===== src/rtl/kronos_alu_arb.sv =====
// kronos_alu_arb: shares one combinational Kronos ALU between NUM_REQ requesters, round-robin,
// with a one-entry registered response. Define KRONOS_ALU_ARB_PRIO_EN to give requester 0 fixed priority.
module kronos_alu_arb #(
  parameter int NUM_REQ = 2,
  parameter int TAG_W   = 2
) (
  input  logic                     clk,
  input  logic                     rstz,
  input  logic [NUM_REQ-1:0]       req_valid,
  output logic [NUM_REQ-1:0]       req_ready,
  input  logic [NUM_REQ*32-1:0]    req_op1,
  input  logic [NUM_REQ*32-1:0]    req_op2,
  input  logic [NUM_REQ*4-1:0]     req_aluop,
  input  logic [NUM_REQ*TAG_W-1:0] req_tag,
  output logic [31:0]              alu_op1,
  output logic [31:0]              alu_op2,
  output logic [3:0]               alu_aluop,
  input  logic [31:0]              alu_result,
  output logic [NUM_REQ-1:0]       rsp_valid,
  input  logic [NUM_REQ-1:0]       rsp_ready,
  output logic [31:0]              rsp_result,
  output logic [TAG_W-1:0]         rsp_tag
);

  localparam int PTR_W = (NUM_REQ > 2) ? 2 : 1;
  localparam int IDX_W = PTR_W + 1;
  localparam logic [IDX_W-1:0] N_L = IDX_W'(NUM_REQ);
`ifdef KRONOS_ALU_ARB_PRIO_EN
  localparam logic [PTR_W-1:0] RR_RST = PTR_W'(1);
`else
  localparam logic [PTR_W-1:0] RR_RST = PTR_W'(0);
`endif

  logic [PTR_W-1:0] rr_ptr;
  logic [PTR_W-1:0] nxt_ptr;
  logic [PTR_W-1:0] gnt_idx;
  logic [IDX_W-1:0] scan;
  logic [IDX_W-1:0] ptr_inc;
  logic             any_vld;
  logic             arb_en;
  logic             free;
  logic             xfer;
  logic [TAG_W-1:0] gnt_tag;

  logic             vld_p1;
  logic [PTR_W-1:0] owner_p1;
  logic [31:0]      result_p1;
  logic [TAG_W-1:0] tag_p1;

  // Stage p0: arbitration and ALU operand drive
  always_comb begin
    gnt_idx = '0;
    any_vld = 1'b0;
    scan    = '0;
`ifdef KRONOS_ALU_ARB_PRIO_EN
    if (req_valid[0]) begin
      any_vld = 1'b1;
    end else begin
      // rr_ptr lives in 1..NUM_REQ-1, so the scan wraps back to 1, never 0
      for (int k = 0; k < NUM_REQ - 1; k++) begin
        scan = {1'b0, rr_ptr} + IDX_W'(k);
        if (scan >= N_L) scan = scan - N_L + IDX_W'(1);
        if (!any_vld && req_valid[scan[PTR_W-1:0]]) begin
          any_vld = 1'b1;
          gnt_idx = scan[PTR_W-1:0];
        end
      end
    end
`else
    for (int k = 0; k < NUM_REQ; k++) begin
      scan = {1'b0, rr_ptr} + IDX_W'(k);
      if (scan >= N_L) scan = scan - N_L;
      if (!any_vld && req_valid[scan[PTR_W-1:0]]) begin
        any_vld = 1'b1;
        gnt_idx = scan[PTR_W-1:0];
      end
    end
`endif
  end

  always_comb begin
    ptr_inc = {1'b0, gnt_idx} + IDX_W'(1);
    nxt_ptr = (ptr_inc == N_L) ? RR_RST : ptr_inc[PTR_W-1:0];
`ifdef KRONOS_ALU_ARB_PRIO_EN
    if (gnt_idx == '0) nxt_ptr = rr_ptr;
`endif
  end

  assign free = ~vld_p1 | rsp_ready[owner_p1];

  always_comb begin
    req_ready = '0;
    alu_op1   = '0;
    alu_op2   = '0;
    alu_aluop = '0;
    gnt_tag   = '0;
    for (int i = 0; i < NUM_REQ; i++) begin
      if (any_vld && (gnt_idx == PTR_W'(i))) begin
        req_ready[i] = arb_en & free;
        alu_op1      = req_op1[32*i +: 32];
        alu_op2      = req_op2[32*i +: 32];
        alu_aluop    = req_aluop[4*i +: 4];
        gnt_tag      = req_tag[TAG_W*i +: TAG_W];
      end
    end
  end

  assign xfer = |(req_valid & req_ready);

  // Stage p1: registered response
  always_ff @(posedge clk or negedge rstz) begin
    if (!rstz) begin
      arb_en    <= 1'b0;
      rr_ptr    <= RR_RST;
      vld_p1    <= 1'b0;
      owner_p1  <= '0;
      result_p1 <= '0;
      tag_p1    <= '0;
    end else begin
      arb_en <= 1'b1;
      if (xfer) begin
        vld_p1    <= 1'b1;
        owner_p1  <= gnt_idx;
        result_p1 <= alu_result;
        tag_p1    <= gnt_tag;
        rr_ptr    <= nxt_ptr;
      end else if (vld_p1 && rsp_ready[owner_p1]) begin
        vld_p1 <= 1'b0;
      end
    end
  end

  always_comb begin
    rsp_valid = '0;
    for (int i = 0; i < NUM_REQ; i++) begin
      rsp_valid[i] = vld_p1 && (owner_p1 == PTR_W'(i));
    end
  end

  assign rsp_result = result_p1;
  assign rsp_tag    = tag_p1;

endmodule


===== config.mk =====
export PLATFORM = sky130hd
export DESIGN_NAME = kronos_alu_arb
export DESIGN_NICKNAME = d
export VERILOG_FILES = /design/src/rtl/kronos_alu_arb.sv
export SDC_FILE = /design/constraint.sdc
export NUM_CORES = 1
export LEC_CHECK = 0
export ABC_AREA = 1
export CAP_MARGIN = 25
export CELL_PAD_IN_SITES_DETAIL_PLACEMENT = 1
export CELL_PAD_IN_SITES_GLOBAL_PLACEMENT = 1
export CORE_MARGIN = 4
export CORE_UTILIZATION = 19
export DETAILED_ROUTE_END_ITERATION = 12
export PLACE_DENSITY_LB_ADDON = 0.15
export SLEW_MARGIN = 40
export SYNTH_ARGS = -nofsm -noshare
export SYNTH_HDL_FRONTEND = slang
export SYNTH_SLANG_ARGS = --single-unit

===== constraint.sdc =====
create_clock -name clk -period 2.6 [get_ports clk]
set_input_delay 0.78 -clock clk [delete_from_list [all_inputs] [get_ports clk]]
set_output_delay 0.78 -clock clk [all_outputs]
set_load 0.01 [all_outputs]

# --- After elaboration in Yosys (flattened, before gate mapping) ---
# Cells that the tools add are included.
totals:
  regBits: 38
  output_inout_bits: 106
  wordCells: 56
  inputBits: 178
op_classes:
  bitwise_logic: 6
  mux: 25
  n_reduce_logical: 9
  add_sub_neg: 4
  n_eq_ne: 1
  n_lt_le_gt_ge: 5
ops:
  columns: ["operator", "count"]
  rows:
  - ["$mux W32", 4]
  - ["$mux W1", 17]
  - ["$mux W4", 2]
  - ["$logic_and A1 B1 Y1", 6]
  - ["$lt A1 B2 Y1 const B", 3]
  - ["$add A1 B1 Y2 const B", 2]
  - ["$mux W2", 2]
  - ["$not A1 Y1", 3]
  - ["$and A2 B2 Y2", 1]
  - ["$eq A2 B2 Y1 const B", 1]
  - ["$ge A1 B2 Y1 const B", 1]
  - ["$ge A2 B2 Y1 const B", 1]
  - ["$reduce_bool A2 Y1", 1]
  - ["$reduce_or A2 Y1", 1]
  - ["$sub A1 B1 Y1 const B", 2]
  - ["$and A1 B1 Y1", 1]
  - ["$logic_not A1 Y1", 1]
  - ["$or A1 B1 Y1", 1]

# --- Logic depth before layout (Yosys ltp) ---
# Gate-level depths: netlist (run 1).
depth:
  word_depth: 14
  mapped_depth: 8
  mapped_depth_nobuf: 7

# --- Worst setup path before layout (run 1) ---
# OpenSTA, ideal clock, no wires.
synth_timing:
  kind: "input to output"
  from: "input req_valid[1]"
  to: "output alu_op1[11]"
  path_buffers: 1
  path_slack_ns: 0.308
  stages: 5
  t_arrival_ns: 1.512
  required_ns: 1.820
  cell_sequence: "nand2_2 > nand2_1 > inv_2 > buf_1 > a22o_1"
synth_via:
  elab_chain_len: 10
  word_cells_on_any_way: 15
  classes_between: "mux: 10; bitwise: 1; reduce/logical: 4"
synth_rtl:
  columns: ["element", "line", "text"]
  rows:
  - ["start, declared", "9", "input logic [NUM_REQ-1:0] req_valid,"]
  - ["$mux W1 (implied by the code) (2 in series)", "73", "if (!any_vld && req_valid[scan[PTR_W-1:0]]) begin"]
  - ["$mux W1", "73", null]
  - ["$logic_not A1 Y1", "73", null]
  - ["$logic_and A1 B1 Y1", "73", null]
  - ["$mux W1", "73", null]
  - ["$not A1 Y1", "98", "if (any_vld && (gnt_idx == PTR_W'(i))) begin"]
  - ["$logic_and A1 B1 Y1", "98", null]
  - ["$mux W32", "98", null]
  - ["$mux W32 *", "98", null]
  - ["end, declared", "15", "output logic [31:0] alu_op1,"]
# Every way passes the cells marked *; elsewhere a longest branch is shown, timed or not. The select of a mux whose other input is x is not followed.

# --- Final worst setup path (run 1) ---
layout_timing:
  from: "input req_valid[1]"
  to: "output alu_op2[2]"
layout_via:
  elab_chain_len: 10
  word_cells_on_any_way: 15
  classes_between: "mux: 10; bitwise: 1; reduce/logical: 4"
layout_rtl:
  columns: ["element", "line", "text"]
  rows:
  - ["$mux W1 (implied by the code) (2 in series)", "73", null]
  - ["$mux W1", "73", null]
  - ["$logic_not A1 Y1", "73", null]
  - ["$logic_and A1 B1 Y1", "73", null]
  - ["$mux W1", "73", null]
  - ["$not A1 Y1", "98", null]
  - ["$logic_and A1 B1 Y1", "98", null]
  - ["$mux W32", "98", null]
  - ["$mux W32 *", "98", null]
  - ["end, declared", "16", "output logic [31:0] alu_op2,"]
# Marks and branches as above.

==> impl_metrics.yaml, run 1 <==
outcome:
  outcome: "complete, no violations"
worst_setup_path:
  end_kind: "output pin"
  rr_startpoint: "rr_ptr$_DFFE_PN0P_"
  cp.arrival_ns: 1.79
  crit_path_max_fanout: 7
  crit_start: "req_valid[1]"
  r2r_slack_ns: 0.54
  crit_path_end: "alu_op2[2]"
  r2r_cells: 10
  crit_type: "in2out"
  rr_endpoint: "rsp_result[17]$_DFFE_PN0P_"
  startpoint_type: "input pin"
  cp.required_ns: 1.82
synth:
  synth_top_cell_area_share_pct: 37.9
  synthCells: 263
  ys_seq_area_share_pct: 37.9
  synth.avg_cell_area_um2: 9.55
  yosys.area.top_type: "dfrtp_1"
  synthesis.area_um2: 2510
  yosysWarnings: 0
  syn_nets: 441
  synth_cell_types: 20
  synthTopCellsByArea: "dfrtp_1, a22o_1, nand2_1"
  yosys_register_bits: 38
placement:
  pre_cts_ws_ns: -0.732
  place.gp.congestion: 0.773
  place_hpwl_um: 11500
  dp.cells: 706
  port_buffers: 283
global_routing:
  overflow: 0
  antenna_found_initial: 0
  grtUsageTotal_pct: 18.9
  grt_start_max_net_pins: 38
  grt_pass1_wl_um: 21700
  grt_pass1_vias: 3663
detailed_routing:
  ant_nets: 0
  viasPerCell: 4.43
  first_pass_iters: 4
  drt_wl_total_um: 14800
  dr_total_vias: 3210
  drc: 0
  drt_iter0_drc: 102
  wire_per_inst_um: 20.5
clock_network:
  h-tree-depth: 2
  numCtsBuffers: 5
  cts_tree: "done"
  cts_buffer_depth: 2
  cts.sinks: 38
  root_buffer: "clkbuf_16"
  worstSkewPairLatency_ns: 0.28
  clkTransAtPathRegs_ns: 0.07
final_layout:
  antenna_cells: 0
  fin_cells: 724
  nets: 729
  area_delta_synth_final_pct: 124
  drive_above_1_share_pct: 26.1
power_and_ir_drop:
  vdd_drop_max_mv: 0.263
  cellLeakagePower_nw: 2.63
  p_per_area_nw_per_um2: 786
  power_mw: 4.41
hold_path:
  hold_class: "in2async"
timing:
  holdWs_ns: 0.448
  fin_crit_sh_pct: 98.9
  finalSetupTns_ns: 0
  slew_headroom_pct: 59.8
  max_freq_ghz: 0.389
  tightest_slew_ns: 0.603
  rsz0062_at_grt: "no"
  hold_viol: 0
  clock_skew_ns: 0.00793
  setup_viol: 0
  timing.final.ws_setup_ns: 0.0286
  slew_violations: 0
  min_period_ns: 2.57
floorplanning:
  dieArea_um2: 15100
  dieWidth_um: 123
  fp.dieH_um: 123
  initial_core_util_pct: 19.7
  ios: 284
  core_um2: 12800
  std_cell_rows: 41
run:
  drv_cap: 0
-- worst min-delay path by stage --
stage,from,to,slack [ns]
floorplan,rstz,arb_en$_DFF_PN0_,0.48
global placement,rsp_result[19]$_DFFE_PN0P_,rsp_result[19]$_DFFE_PN0P_,0.49
detailed placement,rsp_result[24]$_DFFE_PN0P_,rsp_result[24]$_DFFE_PN0P_,0.50
CTS,rstz,rsp_result[26]$_DFFE_PN0P_,0.46
global route,rstz,rsp_result[18]$_DFFE_PN0P_,0.48
finish,rstz,rsp_result[18]$_DFFE_PN0P_,0.45
-- sequential cells by signal (all words and copies together) (netlist names) --
name	cells
rsp_result	32
rsp_tag	2
arb_en	1
owner_p1	1
rr_ptr	1
vld_p1	1
-- power by group --
group	internal (mW)	switching (mW)	total, mW
combinational	1.51	1.21	2.72
sequential	0.870	0.203	1.07
clock	0.380	0.245	0.624
total	2.76	1.65	4.41
-- cells in the mapped netlist --
cell type  instances
inv_1              6
nand3_1            7
a22o_1            68
buf_4              1
dfrtp_1           38
nand2_4            2
conb_1             1
nand2_1           78
clkbuf_1          10
buf_8              3
buf_12             5
nor2_1             1
a21oi_2            1
o21ai_1            1
nand3_4            3
inv_2              2
nand3_2           28
buf_1              2
nand2_2            2
buf_2              4
-- kinds of logic after synthesis --
group           Yosys count  synth area share (%)
buf+inv                  33                  9.87
flops                    38                  37.9
compound gates           70                  24.3
simple gates            121                  27.9
other cells               1                 0.149
-- critical path, cell delays in order --
cell and delay (ns):
buf_4 0.14, nand2_4 0.09, nand2_8 0.06, buf_12 0.14, buf_12 0.13, a22o_1 0.20
clkdlybuf4s15_2 0.23
-- cell usage in the layout (no fill, tap or decap), types with 2 or more instances in the layout --
| cell | netlist | final |
|---|---|---|
| nand2_8 | 0 | 2 |
| clkbuf_16 | 0 | 5 |
| clkbuf_2 | 0 | 8 |
| nand3_1 | 7 | 7 |
| buf_2 | 4 | 59 |
| buf_6 | 0 | 2 |
| nand2_4 | 2 | 3 |
| a22o_1 | 68 | 68 |
| clkdlybuf4s15_2 | 0 | 2 |
| buf_4 | 1 | 11 |
| inv_1 | 6 | 6 |
| nand2_1 | 78 | 76 |
| clkdlybuf4s50_1 | 0 | 210 |
| buf_12 | 5 | 7 |
| nand3_4 | 3 | 3 |
| dfrtp_1 | 38 | 38 |
| bufbuf_16 | 0 | 2 |
| nand3_2 | 28 | 28 |
| buf_16 | 0 | 5 |
-- cell type report --
cell class	count	area (um^2)
sequential	38	951
clock buffer	6	139
timing repair buffer	306	2910
inverter	8	37.5
clock inverter	2	12.5
tap	172	215
multi-input combinational	192	1350
fill	1457	7160
-- layer usage --
metal  up-vias  wire, um  share of wire (%)  GRT usage [%]
met4         0       122               0.82           2.66
met1      1541      5050                 34           20.5
met5         -         0                  0              0
li1       1516         -                  -              -
met3        11      1200                8.1           5.31
met2       142      8470                 57           37.1
-- through the flow --
stage	utilization (%)	instance area [um^2]
global route	43.9	5610
floorplan	-	2510
global placement	43.0	5500
detailed placement	43.0	5500
finish	43.9	5610
CTS	45.0	5740
-- what timing repair did --
| action | 4_1_cts | 5_1_grt |
|---|---|---|
| cloned | 7 | 0 |
| hold buffers | 0 | 0 |
| resized for setup | 272 | 26 |
| pin swaps | 5 | 1 |
| setup endpoints to repair | 70 | 28 |
| buffers inserted | 3 | 0 |
(Power assumes the default switching activity.)
==> run 2: changes to the inputs <==
- CTS_CLUSTER_DIAMETER: not set -> 120
==> results of run 2 <==
Same layout as run 1: the final DEF is identical, and so are final timing and power.
==> run 3: changes to the inputs <==
- clock period: 2.6 -> 3.2 ns (I/O delays scaled with it)
==> run 3 against run 2 <==
Effect of this change: global-route usage is 0.93 points lower; count of clock-buffer cells in the layout stayed put; clock skew is 0.0015 ns lower; critical path depth stayed put; register-to-register slack better by 0.75 ns; sequential power is 19% lower; final cell count is 0.69% lower; critical endpoint is now alu_op1[5]; largest cell class unchanged; largest power group unchanged; highest routed layer unchanged.
==> impl_metrics.yaml, run 3 (synthesized netlist as in run 1, its figures left out) <==
floorplanning:
  initial_core_util_pct: 19.7
  core_um2: 12800
  ios: 284
  dieWidth_um: 123
  fp.dieH_um: 123
  dieArea_um2: 15100
  std_cell_rows: 41
global_routing:
  antenna_found_initial: 2
  overflow: 0
  grt_pass1_wl_um: 20700
  grt_pass1_vias: 3519
  grtUsageTotal_pct: 18.0
  grt_start_max_net_pins: 39
timing:
  finalSetupTns_ns: 0
  slew_violations: 0
  slew_headroom_pct: 59.9
  rsz0062_at_grt: "no"
  tightest_slew_ns: 0.601
  max_freq_ghz: 0.319
  min_period_ns: 3.14
  fin_crit_sh_pct: 98.0
  hold_viol: 0
  clock_skew_ns: 0.00642
  holdWs_ns: 0.511
  setup_viol: 0
clock_network:
  root_buffer: "clkbuf_16"
  clkTransAtPathRegs_ns: 0.06
  cts.sinks: 38
  worstSkewPairLatency_ns: 0.28
  h-tree-depth: 2
  cts_buffer_depth: 2
  cts_tree: "done"
  numCtsBuffers: 5
final_layout:
  mostFrequentLayoutCells: "clkdlybuf4s50_1, nand2_1, a22o_1"
  fill_cells: 1454
  final_common_cell: "clkdlybuf4s50_1"
  nets: 722
  final_core_util_pct: 44.8
  largest_reg_flops: 32
  fin_cells: 719
  fin_area_um2: 5720
  drive_above_1_share_pct: 12.8
  area_delta_synth_final_pct: 128
detailed_routing:
  first_pass_iters: 4
  drt_iter0_drc: 146
  dr_total_vias: 3185
  viasPerCell: 4.43
  ant_nets: 0
  drt_wl_total_um: 14400
  wire_per_inst_um: 20.1
  drc: 0
worst_setup_path:
  crit_start: "req_valid[0]"
  crit_buf_inv: 4
  cp.arrival_ns: 2.18
  rr_startpoint: "rr_ptr$_DFFE_PN0P_"
  crit_path_max_fanout: 14
  crit_chain: "clkdlybuf4s15_2 > inv_2 > nand2_4 > nand2_8 > bufbuf_16 > a22o_1 > dlygate4sd2_1"
  end_kind: "output pin"
  cpMaxStageDelayCell: "bufbuf_16"
  startpoint_type: "input pin"
  critPathTopFamily: "buffers and inverters"
  critPathMaxStageDelay_ns: 0.29
  crit_type: "in2out"
  r2r_slack_ns: 1.29
  cp.required_ns: 2.24
hold_path:
  hold_class: "reg2reg"
  hold_path.startpoint: "rsp_result[22]$_DFFE_PN0P_"
run:
  drv_cap: 0
placement:
  place.gp.congestion: 0.747
  place_hpwl_um: 11300
  dp.cells: 704
  port_buffers: 283
  placedInstanceArea_um2: 5480
power_and_ir_drop:
  vdd_drop_max_mv: 0.212
  p_per_area_nw_per_um2: 616
  cellLeakagePower_nw: 2.67
outcome:
  outcome: "complete, no violations"
[run 3: stage by stage]
step | setup WS [ns] | power (mW)
4_1_cts | 0.0196 | 3.60
6_report | 0.0625 | 3.53
2_1_floorplan | 0.548 | 1.85
3_5_place_dp | -0.477 | 3.09
5_1_grt | 0.0148 | 3.78
3_3_place_gp | -0.495 | 3.04
[run 3: final timing paths]
check	to	depth (start not counted)
setup / recovery	alu_op1[5]	7
hold / removal	rsp_result[22]$_DFFE_PN0P_	2
setup reg to reg	rsp_result[3]$_DFFE_PN0P_	10
hold reg to reg	rsp_result[22]$_DFFE_PN0P_	2
max in group asynchronous	arb_en$_DFF_PN0_	1
min in group asynchronous	rsp_result[29]$_DFFE_PN0P_	1
[run 3: routing by layer]
layer / global-route usage (%) / routed length [um] / share of wire, % / vias to the layer above
met5: 0 / 0 / 0 / -
met4: 5.18 / 244 / 1.7 / 0
met3: 5.95 / 1130 / 7.8 / 13
met2: 33.7 / 7990 / 55 / 147
met1: 19.2 / 5090 / 35 / 1524
li1: - / - / - / 1501
[run 3: cell type report]
cell class                 instances  area [um^2]  area share (%)
inverter                           8         32.5           0.569
timing repair buffer             299         3030            53.0
multi-input combinational        192         1340            23.4
sequential                        38          951            16.6
clock buffer                       6          139            2.43
antenna                            2         5.00          0.0875
clock inverter                     2         12.5           0.219
tap                              172          215            3.76
[run 3: repair_timing]
item / 4_1_cts / 5_1_grt
buffers inserted: 1 / 0
setup endpoints to repair: 70 / 33
cloned: 4 / 0
gates resized for setup: 89 / 7
hold buffers: 0 / 0
pin swaps: 2 / 0
[run 3: worst reg2reg max path, cell delays in order (launching register included)]
cell	delay, ns
dfrtp_1	0.39
nand2_4	0.09
nand2_2	0.09
inv_4	0.06
buf_12	0.15
nand3_4	0.08
buf_4	0.48
nand2_4	0.13
buf_12	0.20
nand2_1	0.09
nand2_1	0.04
[run 3: power by group]
group          switching (mW)  total, mW  leakage, nW  internal (mW)
sequential              0.163      0.870        0.467          0.707
clock                   0.197      0.506       0.0729          0.309
combinational           0.950       2.15         2.13           1.20
